`config.mk`:
```
export PLATFORM = sky130hd
export DESIGN_NAME = fetch_unit
export DESIGN_NICKNAME = d
export VERILOG_FILES = /design/src/rtl/fetch_unit.sv
export SDC_FILE = /design/constraint.sdc
export NUM_CORES = 1
export LEC_CHECK = 0
export ABC_AREA = 1
export BUFFER_PORTS_ARGS = -buffer_cell sky130_fd_sc_hd__buf_2
export CELL_PAD_IN_SITES_DETAIL_PLACEMENT = 2
export CELL_PAD_IN_SITES_GLOBAL_PLACEMENT = 2
export CORE_MARGIN = 8
export CORE_UTILIZATION = 35
export CTS_CLUSTER_SIZE = 14
export DETAILED_ROUTE_END_ITERATION = 12
export PLACE_DENSITY = 0.89
export SLEW_MARGIN = 20
export SYNTH_ARGS = -nofsm -noshare
export SYNTH_HDL_FRONTEND = slang
export SYNTH_SLANG_ARGS = --single-unit
export TNS_END_PERCENT = 100
```
`constraint.sdc`:
```
create_clock -name clk -period 27.4 [get_ports clk]
set_input_delay 2.74 -clock clk [delete_from_list [all_inputs] [get_ports clk]]
set_output_delay 2.74 -clock clk [all_outputs]
set_load 0.01 [all_outputs]
```
`src/rtl/fetch_unit.sv`:
```
// Instruction fetch unit: sequential PC, small in-order instruction queue
// with redirect flush. Outputs present the queue head from registered state.
module fetch_unit #(
    parameter int N     = 32,
    parameter int PCW   = 64,
    parameter int DEPTH = 2
) (
    input  logic           clk,
    input  logic           reset,
    output logic [5:0]     imem_addr,
    input  logic [N-1:0]   imem_q,
    input  logic           redirect,
    input  logic [PCW-1:0] redirect_pc,
    output logic           instr_valid,
    input  logic           instr_ready,
    output logic [N-1:0]   instr,
    output logic [PCW-1:0] instr_pc,
    output logic [3:0]     occupancy
);

    localparam int         PTRW    = (DEPTH > 1) ? $clog2(DEPTH) : 1;
    localparam logic [3:0] DEPTH_C = 4'(DEPTH);

    logic [PCW-1:0]  pc_r;
    logic [PTRW-1:0] head_r;
    logic [PTRW-1:0] tail_r;
    logic [3:0]      count_r;
    logic [N-1:0]    instr_mem_r [DEPTH];
    logic [PCW-1:0]  pc_mem_r    [DEPTH];
    logic [N-1:0]    instr_r;
    logic [PCW-1:0]  instr_pc_r;

    logic            pop_s;
    logic            push_s;
    logic [PCW-1:0]  pc_next_s;
    logic [PTRW-1:0] head_next_s;
    logic [PTRW-1:0] tail_next_s;
    logic [3:0]      count_next_s;
    logic [N-1:0]    instr_next_s;
    logic [PCW-1:0]  instr_pc_next_s;

    // Pointers wrap modulo DEPTH so non-power-of-two depths stay in order.
    function automatic logic [PTRW-1:0] ptr_inc(input logic [PTRW-1:0] p);
        if (p == PTRW'(DEPTH - 1)) begin
            return {PTRW{1'b0}};
        end else begin
            return p + PTRW'(1);
        end
    endfunction

    assign pop_s  = instr_valid && instr_ready;
    assign push_s = !redirect && ((count_r < DEPTH_C) || pop_s);

    // Next-state for pc, pointers and count; redirect overrides push and pop.
    always_comb begin
        pc_next_s    = pc_r;
        head_next_s  = head_r;
        tail_next_s  = tail_r;
        count_next_s = count_r;
        if (redirect) begin
            pc_next_s    = redirect_pc & ~{{(PCW-2){1'b0}}, 2'b11};
            head_next_s  = {PTRW{1'b0}};
            tail_next_s  = {PTRW{1'b0}};
            count_next_s = 4'd0;
        end else begin
            head_next_s  = pop_s  ? ptr_inc(head_r) : head_r;
            tail_next_s  = push_s ? ptr_inc(tail_r) : tail_r;
            count_next_s = count_r + {3'b000, push_s} - {3'b000, pop_s};
            pc_next_s    = push_s ? (pc_r + PCW'(4)) : pc_r;
        end
    end

    // Head entry after this edge; a word pushed into the new head slot bypasses the array.
    always_comb begin
        instr_next_s    = instr_r;
        instr_pc_next_s = instr_pc_r;
        if (count_next_s != 4'd0) begin
            if (push_s && (tail_r == head_next_s)) begin
                instr_next_s    = imem_q;
                instr_pc_next_s = pc_r;
            end else begin
                instr_next_s    = instr_mem_r[head_next_s];
                instr_pc_next_s = pc_mem_r[head_next_s];
            end
        end else begin
            instr_next_s    = instr_r;
            instr_pc_next_s = instr_pc_r;
        end
    end

    // State registers; outputs hold their last value while the queue is empty.
    always_ff @(posedge clk or posedge reset) begin
        if (reset) begin
            pc_r       <= {PCW{1'b0}};
            head_r     <= {PTRW{1'b0}};
            tail_r     <= {PTRW{1'b0}};
            count_r    <= 4'd0;
            instr_r    <= {N{1'b0}};
            instr_pc_r <= {PCW{1'b0}};
            for (int i = 0; i < DEPTH; i++) begin
                instr_mem_r[i] <= {N{1'b0}};
                pc_mem_r[i]    <= {PCW{1'b0}};
            end
        end else begin
            pc_r       <= pc_next_s;
            head_r     <= head_next_s;
            tail_r     <= tail_next_s;
            count_r    <= count_next_s;
            instr_r    <= instr_next_s;
            instr_pc_r <= instr_pc_next_s;
            if (push_s) begin
                instr_mem_r[tail_r] <= imem_q;
                pc_mem_r[tail_r]    <= pc_r;
            end
        end
    end

    assign imem_addr   = pc_r[7:2];
    assign occupancy   = count_r;
    assign instr_valid = (count_r != 4'd0);
    assign instr       = instr_r;
    assign instr_pc    = instr_pc_r;

endmodule

```
==> impl_metrics.yaml, run 1 <==
clock_network:
  clk_pin_slew_ns: 0.06
  insertion_delay_ns: 0.59
  cts_buffers: 43
  cts_buffer_depth: 3
  cts_sinks: 350
  cts_tree: "done"
  ctsResizeCount: 0
  h-tree-depth: 2
  cts_setup_buffers: 0
  hold_buffers: 0
  cts-root-buf: "clkbuf_16"
synthesis:
  syn-cell-area_mm2: 0.0180
  ys_types: 41
  synth_top_area_share_pct: 48.6
  syn_inst: 2398
  ys_warn_count: 0
  synth_edf_count: 0
  yosys_most_used_dff: "dfrtp_1"
  synth_seq_cells: 350
  yosysTopAreaCell: "dfrtp_1"
  async_reset_ff_share_pct: 100
  avgSynthCellArea_um2: 7.51
  synthTopCellsByArea: "dfrtp_1 (49%), nand2_1 (17%), o21ai_0 (8.2%)"
  yosysSeqAreaShare_pct: 48.6
outcome:
  status: "finished clean"
final_layout:
  nNetsFinal: 2622
  drive_gt1_share_pct: 12.8
  final_cell_area_mm2: 0.0207
  area_growth_pct: 15.0
power_and_ir_drop:
  power.total_mw: 2.61
  p_per_area_mw_per_mm2: 126
  power_leakage_nw: 10.5
  internal_power_mw: 1.41
  clock_power_share_pct: 22.1
  power_switching_mw: 1.20
  vdd_drop_max_v: 0.0000504
  p_seq_share_pct: 35.2
  combPwrFrac_pct: 42.7
  power_switching_share_pct: 45.9
route:
  dr_wl_met2_mm: 37.7
  vias_per_cell: 5.54
  drc: 0
  drt_wl_total_mm: 74.8
  first_iter_violations: 1033
  wl_met3_mm: 3.39
  wl_per_cell_um: 23.2
  final_antenna_net_count: 0
  wl_met1_mm: 31.1
  vias: 17903
  firstDrtPassIters: 5
  top_layer: "met5"
global_route:
  grt_pass1_vias: 20734
  antenna_found_initial: 2
  grt_pass1_wl_mm: 118
  grt_use_total_pct: 25.0
  grt_max_degree: 166
  overflow: 0
worst_setup_path:
  end_kind: "register"
  r2r_start: "occupancy[2]"
  crit_slowest_cell: "buf_4"
  regToRegSetupSlack_ns: 22.10
  cp.arrival_ns: 7.38
  cp-start-kind: "input pin"
  path_max_fanout: 73
  rr_endpoint: "instr[12]"
  r2r_cells: 17
  cp_top_family: "buffers and inverters"
  worst-path-buf-inv: 6
  crit_chain: "buf_2, a21oi_2, inv_2, nand2_4, ha_1, inv_1, ha_1, fa_1, inv_1, nor2_1, nor3_1, nand2_4, clkinv_2, buf_4, nand2_1, nand2_1"
  crit_start: "instr_ready"
  slowest_delay_ns: 0.84
  endpoint: "instr[12]"
  criticalPathCategory: "in2reg"
  path_depth: 16
  required_ns: 27.91
timing:
  hold_viol: 0
  worst_slew_pin_slew_ns: 1.12
  max_freq_mhz: 146
  clock_skew_ns: 0.0323
  finalSetupViolCount: 0
  grt_setup_unrepaired: "false"
  maxSlewViolCount: 0
  tns_ns: 0
  period_share_pct: 25.1
  maxSlewHeadroom_pct: 25.3
  min_period_ns: 6.87
floorplan:
  chipHeight_um: 243
  io_pins: 207
  core_region_area_mm2: 0.0511
  std_cell_rows: 83
  die_width_um: 243
  fp.dieArea_mm2: 0.0590
  start_util_pct: 35.2
run:
  maxCapViolCount: 0
place:
  io_buffers: 202
  dp_hpwl_mm: 47.2
  gp_congestion: 0.889
  place_area_mm2: 0.0193
worst_hold_path:
  hp-class: "reg2reg"
flip-flops by register name, indices dropped and copies added, names as in the netlist:
signal and count:
pc_mem_r 124, tail_r 1, instr 32, occupancy 4, instr_pc 62, head_r 1
pc_r 62, instr_mem_r 64
worst reg2reg max path, stage by stage (launching register included):
cell,delay [ns]
dfrtp_1,0.36
inv_1,0.08
ha_1,0.24
a21oi_2,0.31
inv_2,0.23
nand2_4,0.30
ha_1,0.29
inv_1,0.08
ha_1,0.19
fa_1,0.45
inv_1,0.07
nor2_1,0.06
nor3_1,0.34
nand2_4,0.49
clkinv_2,0.50
buf_4,0.84
nand2_1,0.25
nand2_1,0.16
metal layers:
metal	up-vias	GRT usage [%]
met2	487	43.8
li1	7935	-
met5	-	0
met4	2	9.94
met3	164	4.50
met1	9315	30.1
worst min-delay path by stage:
stage | from | to | slack, ns | cells after the start
2_1_floorplan | instr_mem_r[10] | instr_mem_r[10] | 0.45 | 2
3_3_place_gp | instr[13] | instr[13] | 0.46 | 2
3_5_place_dp | instr[7] | instr[7] | 0.46 | 2
4_1_cts | instr[30] | instr[30] | 0.48 | 2
5_1_grt | instr[10] | instr[10] | 0.50 | 2
6_report | instr[7] | instr[7] | 0.48 | 2
cell usage in the layout, fill, tap and decap left out, types with 2 or more instances in the layout:
cell / n
a21oi_1: 8
a31oi_1: 2
a32oi_1: 2
buf_2: 202
buf_4: 14
buf_6: 2
clkbuf_1: 11
clkbuf_16: 44
clkbuf_8: 9
clkinv_2: 9
clkinvlp_4: 3
conb_1: 2
dfrtp_1: 350
diode_2: 2
ha_1: 6
inv_1: 251
inv_2: 5
nand2_1: 821
nand2_2: 6
nand2_4: 5
nand3_1: 177
nand3_4: 2
nand4_1: 113
nor2_1: 94
nor2_2: 9
nor2_4: 5
nor3_1: 9
o211ai_1: 17
o21ai_0: 296
o21ai_1: 27
o21bai_1: 8
o221ai_1: 5
o22ai_1: 4
xor2_1: 15
kinds of logic after synthesis:
kind of cell / Yosys count / synth area share (%)
simple gates: 1246 / 29.6
other cells: 1 / 0.0208
flops: 350 / 48.6
buf+inv: 407 / 9.52
xor+xnor: 16 / 0.778
compound gates: 371 / 10.9
fa+ha+maj: 7 / 0.528
cell usage after synthesis, types with 6 or more instances:
library cell and n:
a21oi_1 8, buf_2 73, buf_4 21, clkbuf_1 43, dfrtp_1 350, ha_1 6
inv_1 252, inv_2 6, nand2_1 821, nand2_2 8, nand3_1 177, nand4_1 113
nor2_1 94, nor2_2 9, nor3_1 9, o211ai_1 17, o21ai_0 296, o21ai_1 27
o21bai_1 8, xor2_1 15
stage by stage:
step | setup slack [ns] | std cells | util, % | hold slack (ns)
after floorplan | 14.95 | 2399 | - | 0.448
after global placement | 20.19 | 3150 | 37.8 | 0.460
after detailed placement | 19.85 | 3150 | 37.8 | 0.462
after CTS | 20.47 | 3229 | 40.5 | 0.479
after global routing | 20.31 | 3229 | 40.5 | 0.501
final | 20.53 | 3231 | 40.5 | 0.477
power by group through the flow:
stage	sequential, mW	clock [mW]	combinational (mW)
after floorplan	0.901	0	0.689
after global placement	0.887	0	1.01
after detailed placement	0.912	0	1.10
after CTS	0.915	0.589	1.13
after global routing	0.937	0.605	1.25
final	0.917	0.576	1.11
final cells by class:
| type | count | area, um2 |
|---|---|---|
| Multi-Input combinational cell | 1642 | 7570 |
| Tap cell | 680 | 851 |
| Fill cell | 5930 | 30400 |
| Sequential cell | 350 | 8760 |
| Antenna cell | 2 | 5.00 |
| Timing Repair Buffer | 219 | 1160 |
| Clock buffer | 64 | 1270 |
| Inverter | 259 | 983 |
| Clock inverter | 15 | 126 |
(Power assumes the default switching activity.)
==> inputs of run 2 (changes only) <==
--- a/config.mk
+++ b/config.mk
@@ -5,7 +5,7 @@
 export SDC_FILE = /design/constraint.sdc
 export NUM_CORES = 1
 export LEC_CHECK = 0
-export ABC_AREA = 1
+export ABC_AREA = 0
 export BUFFER_PORTS_ARGS = -buffer_cell sky130_fd_sc_hd__buf_2
 export CELL_PAD_IN_SITES_DETAIL_PLACEMENT = 2
 export CELL_PAD_IN_SITES_GLOBAL_PLACEMENT = 2
@@ -13,7 +13,7 @@
 export CORE_UTILIZATION = 35
 export CTS_CLUSTER_SIZE = 14
 export DETAILED_ROUTE_END_ITERATION = 12
-export PLACE_DENSITY = 0.89
+export PLACE_DENSITY = 0.81
 export SLEW_MARGIN = 20
 export SYNTH_ARGS = -nofsm -noshare
 export SYNTH_HDL_FRONTEND = slang
==> constraint.sdc (replaced) <==
create_clock -name clk -period 7.15 [get_ports clk]
set_input_delay 0.715 -clock clk [delete_from_list [all_inputs] [get_ports clk]]
set_output_delay 0.715 -clock clk [all_outputs]
set_load 0.01 [all_outputs]
==> run 2 against run 1 <==
Net effect:
- die area is 3.5% lower
- via count is 27% lower
- core utilization is 1.1 points higher
- combinational power grew to 3.3 times the previous value
- first-iteration DRC count is 44% lower
- sequential power grew to 3.7 times the previous value
==> impl_metrics.yaml, run 2 <==
outcome:
  status: "finished clean"
final_layout:
  most-common-layout-cells: "dfrtp_1 (350), nand2_1 (268), mux2_2 (248), buf_2 (201), mux2i_1 (132)"
  largest_reg_flops: 124
  final_util_pct: 41.6
  seqCellArea_mm2: 0.00876
  reg.largest.list: "pc_mem_r: 124 flops, instr_mem_r: 64 flops"
  fillers: 5105
  final_common_cell: "dfrtp_1"
  drive_gt1_share_pct: 31.1
  nNetsFinal: 1850
  area_growth_pct: 17.6
  multi_input_area_mm2: 0.00779
  final_cell_area_mm2: 0.0204
  top_register: "pc_mem_r"
worst_setup_path:
  cp.arrival_ns: 4.46
  cp-start-kind: "register"
  path_max_fanout: 52
  r2r_cells: 10
  end_kind: "register"
  criticalPathCategory: "reg2reg"
  required_ns: 7.57
  r2r_start: "occupancy[2]"
  crit_start: "occupancy[2]"
power_and_ir_drop:
  power_leakage_nw: 9.41
  internal_power_mw: 5.92
  power_switching_share_pct: 36.0
  power_switching_mw: 3.32
  vdd_drop_max_v: 0.000189
  p_seq_share_pct: 36.5
  combPwrFrac_pct: 39.2
  p_per_area_mw_per_mm2: 454
  clock_power_share_pct: 24.3
synthesis:
  yosys_most_used_dff: "dfrtp_1"
  async_reset_ff_share_pct: 100
  ys_types: 53
  synthTopCellsByArea: "dfrtp_1 (51%), mux2_2 (16%), mux2i_1 (7.7%)"
  syn_inst: 1611
  syn-cell-area_mm2: 0.0173
  synth_top_area_share_pct: 50.5
  synth_most_common_cell: "dfrtp_1"
  synth_seq_cells: 350
  yosys-top-cells-count: "dfrtp_1 (350), nand2_1 (268), mux2_2 (248)"
  avgSynthCellArea_um2: 10.8
  yosysSeqAreaShare_pct: 50.5
  synth_edf_count: 0
  yosysTopAreaCell: "dfrtp_1"
  ys_warn_count: 0
clock_network:
  insertion_delay_ns: 0.56
  hold_buffers: 0
  cts_setup_buffers: 0
  cts-root-buf: "clkbuf_16"
  cts_sinks: 350
  clk_pin_slew_ns: 0.06
  h-tree-depth: 2
  ctsResizeCount: 0
  cts_tree: "done"
  cts_buffers: 42
  cts_buffer_depth: 3
timing:
  hold_viol: 0
  tns_ns: 0
  maxSlewViolCount: 0
  clock_skew_ns: 0.0210
  max_freq_mhz: 248
  period_share_pct: 56.5
  maxSlewHeadroom_pct: 24.8
  grt_setup_unrepaired: "false"
  worst_slew_pin_slew_ns: 1.13
  finalSetupViolCount: 0
  min_period_ns: 4.04
floorplan:
  chipHeight_um: 239
  start_util_pct: 35.4
  std_cell_rows: 81
  io_pins: 207
  die_width_um: 239
  fp.dieArea_mm2: 0.0569
  core_region_area_mm2: 0.0490
place:
  io_buffers: 202
  dp_hpwl_mm: 34.3
  place_area_mm2: 0.0189
  gp_congestion: 0.740
worst_hold_path:
  hp-class: "in2async"
global_route:
  antenna_found_initial: 2
  grt_pass1_vias: 15288
  grt_pass1_wl_mm: 88.5
  grt_use_total_pct: 19.6
  grt_max_degree: 176
  overflow: 0
route:
  drc: 0
  first_iter_violations: 580
  drt_wl_total_mm: 55.8
  vias: 13119
  final_antenna_net_count: 0
  vias_per_cell: 5.38
  firstDrtPassIters: 6
  wl_per_cell_um: 22.9
run:
  maxCapViolCount: 0
==> run 2: final timing paths <==
check | end | slack [ns]
min reg2reg | instr[25] | 0.50
min in group clk | pc_r[34] | 0.37
max | instr[10] | 3.11
max in group asynchronous | pc_r[18] | 5.52
max reg2reg | instr[10] | 3.11
min | instr_pc[55] | 0.22
==> run 2: area by class of cell <==
cell class,instances,area share (%)
Antenna cell,2,0.0246
Clock inverter,11,0.915
Multi-Input combinational cell,1039,38.2
Timing Repair Buffer,224,6.03
Inverter,86,1.61
Sequential cell,350,43.0
Tap cell,664,4.08
Clock buffer,64,6.11
==> run 2: metal layers <==
metal	vias up	track usage, %	routed length [um]
met5	-	0	0
met4	0	7.42	1740
met3	99	3.48	2470
met2	278	33.2	26900
met1	6882	24.7	24700
li1	5860	-	-
==> run 2: cells by family after synthesis <==
logic type      synth area share [%]
flops                           50.5
buf+inv                         5.05
xor+xnor                        2.07
fa+ha+maj                      0.549
compound gates                  6.44
mux                             23.9
other cells                   0.0216
simple gates                    11.5
==> run 2: worst max-delay path, stage by stage, from the launching register on <==
cell	delay [ns]
dfrtp_1	0.37
inv_1	0.09
ha_1	0.21
nor3b_1	0.58
inv_1	0.20
a221oi_4	0.38
buf_4	0.58
buf_4	0.70
o22ai_1	0.16
mux2_2	0.30
mux2_2	0.28
==> run 2: power groups by stage <==
stage	sequential [mW]	clock, mW	combinational, mW
2_1_floorplan	3.36	0	2.42
3_3_place_gp	3.31	0	3.48
3_5_place_dp	3.40	0	3.65
4_1_cts	3.38	2.31	3.70
5_1_grt	3.49	2.38	3.97
6_report	3.37	2.24	3.63
==> run 2: per-stage QoR <==
step / hold slack (ns) / instances / power, mW / setup WS, ns
2_1_floorplan: 0.481 / 1612 / 5.78 / 1.75
3_3_place_gp: 0.485 / 2362 / 6.80 / 2.68
3_5_place_dp: 0.491 / 2362 / 7.05 / 2.68
4_1_cts: 0.199 / 2437 / 9.39 / 3.08
5_1_grt: 0.239 / 2440 / 9.83 / 2.83
6_report: 0.223 / 2440 / 9.24 / 3.11
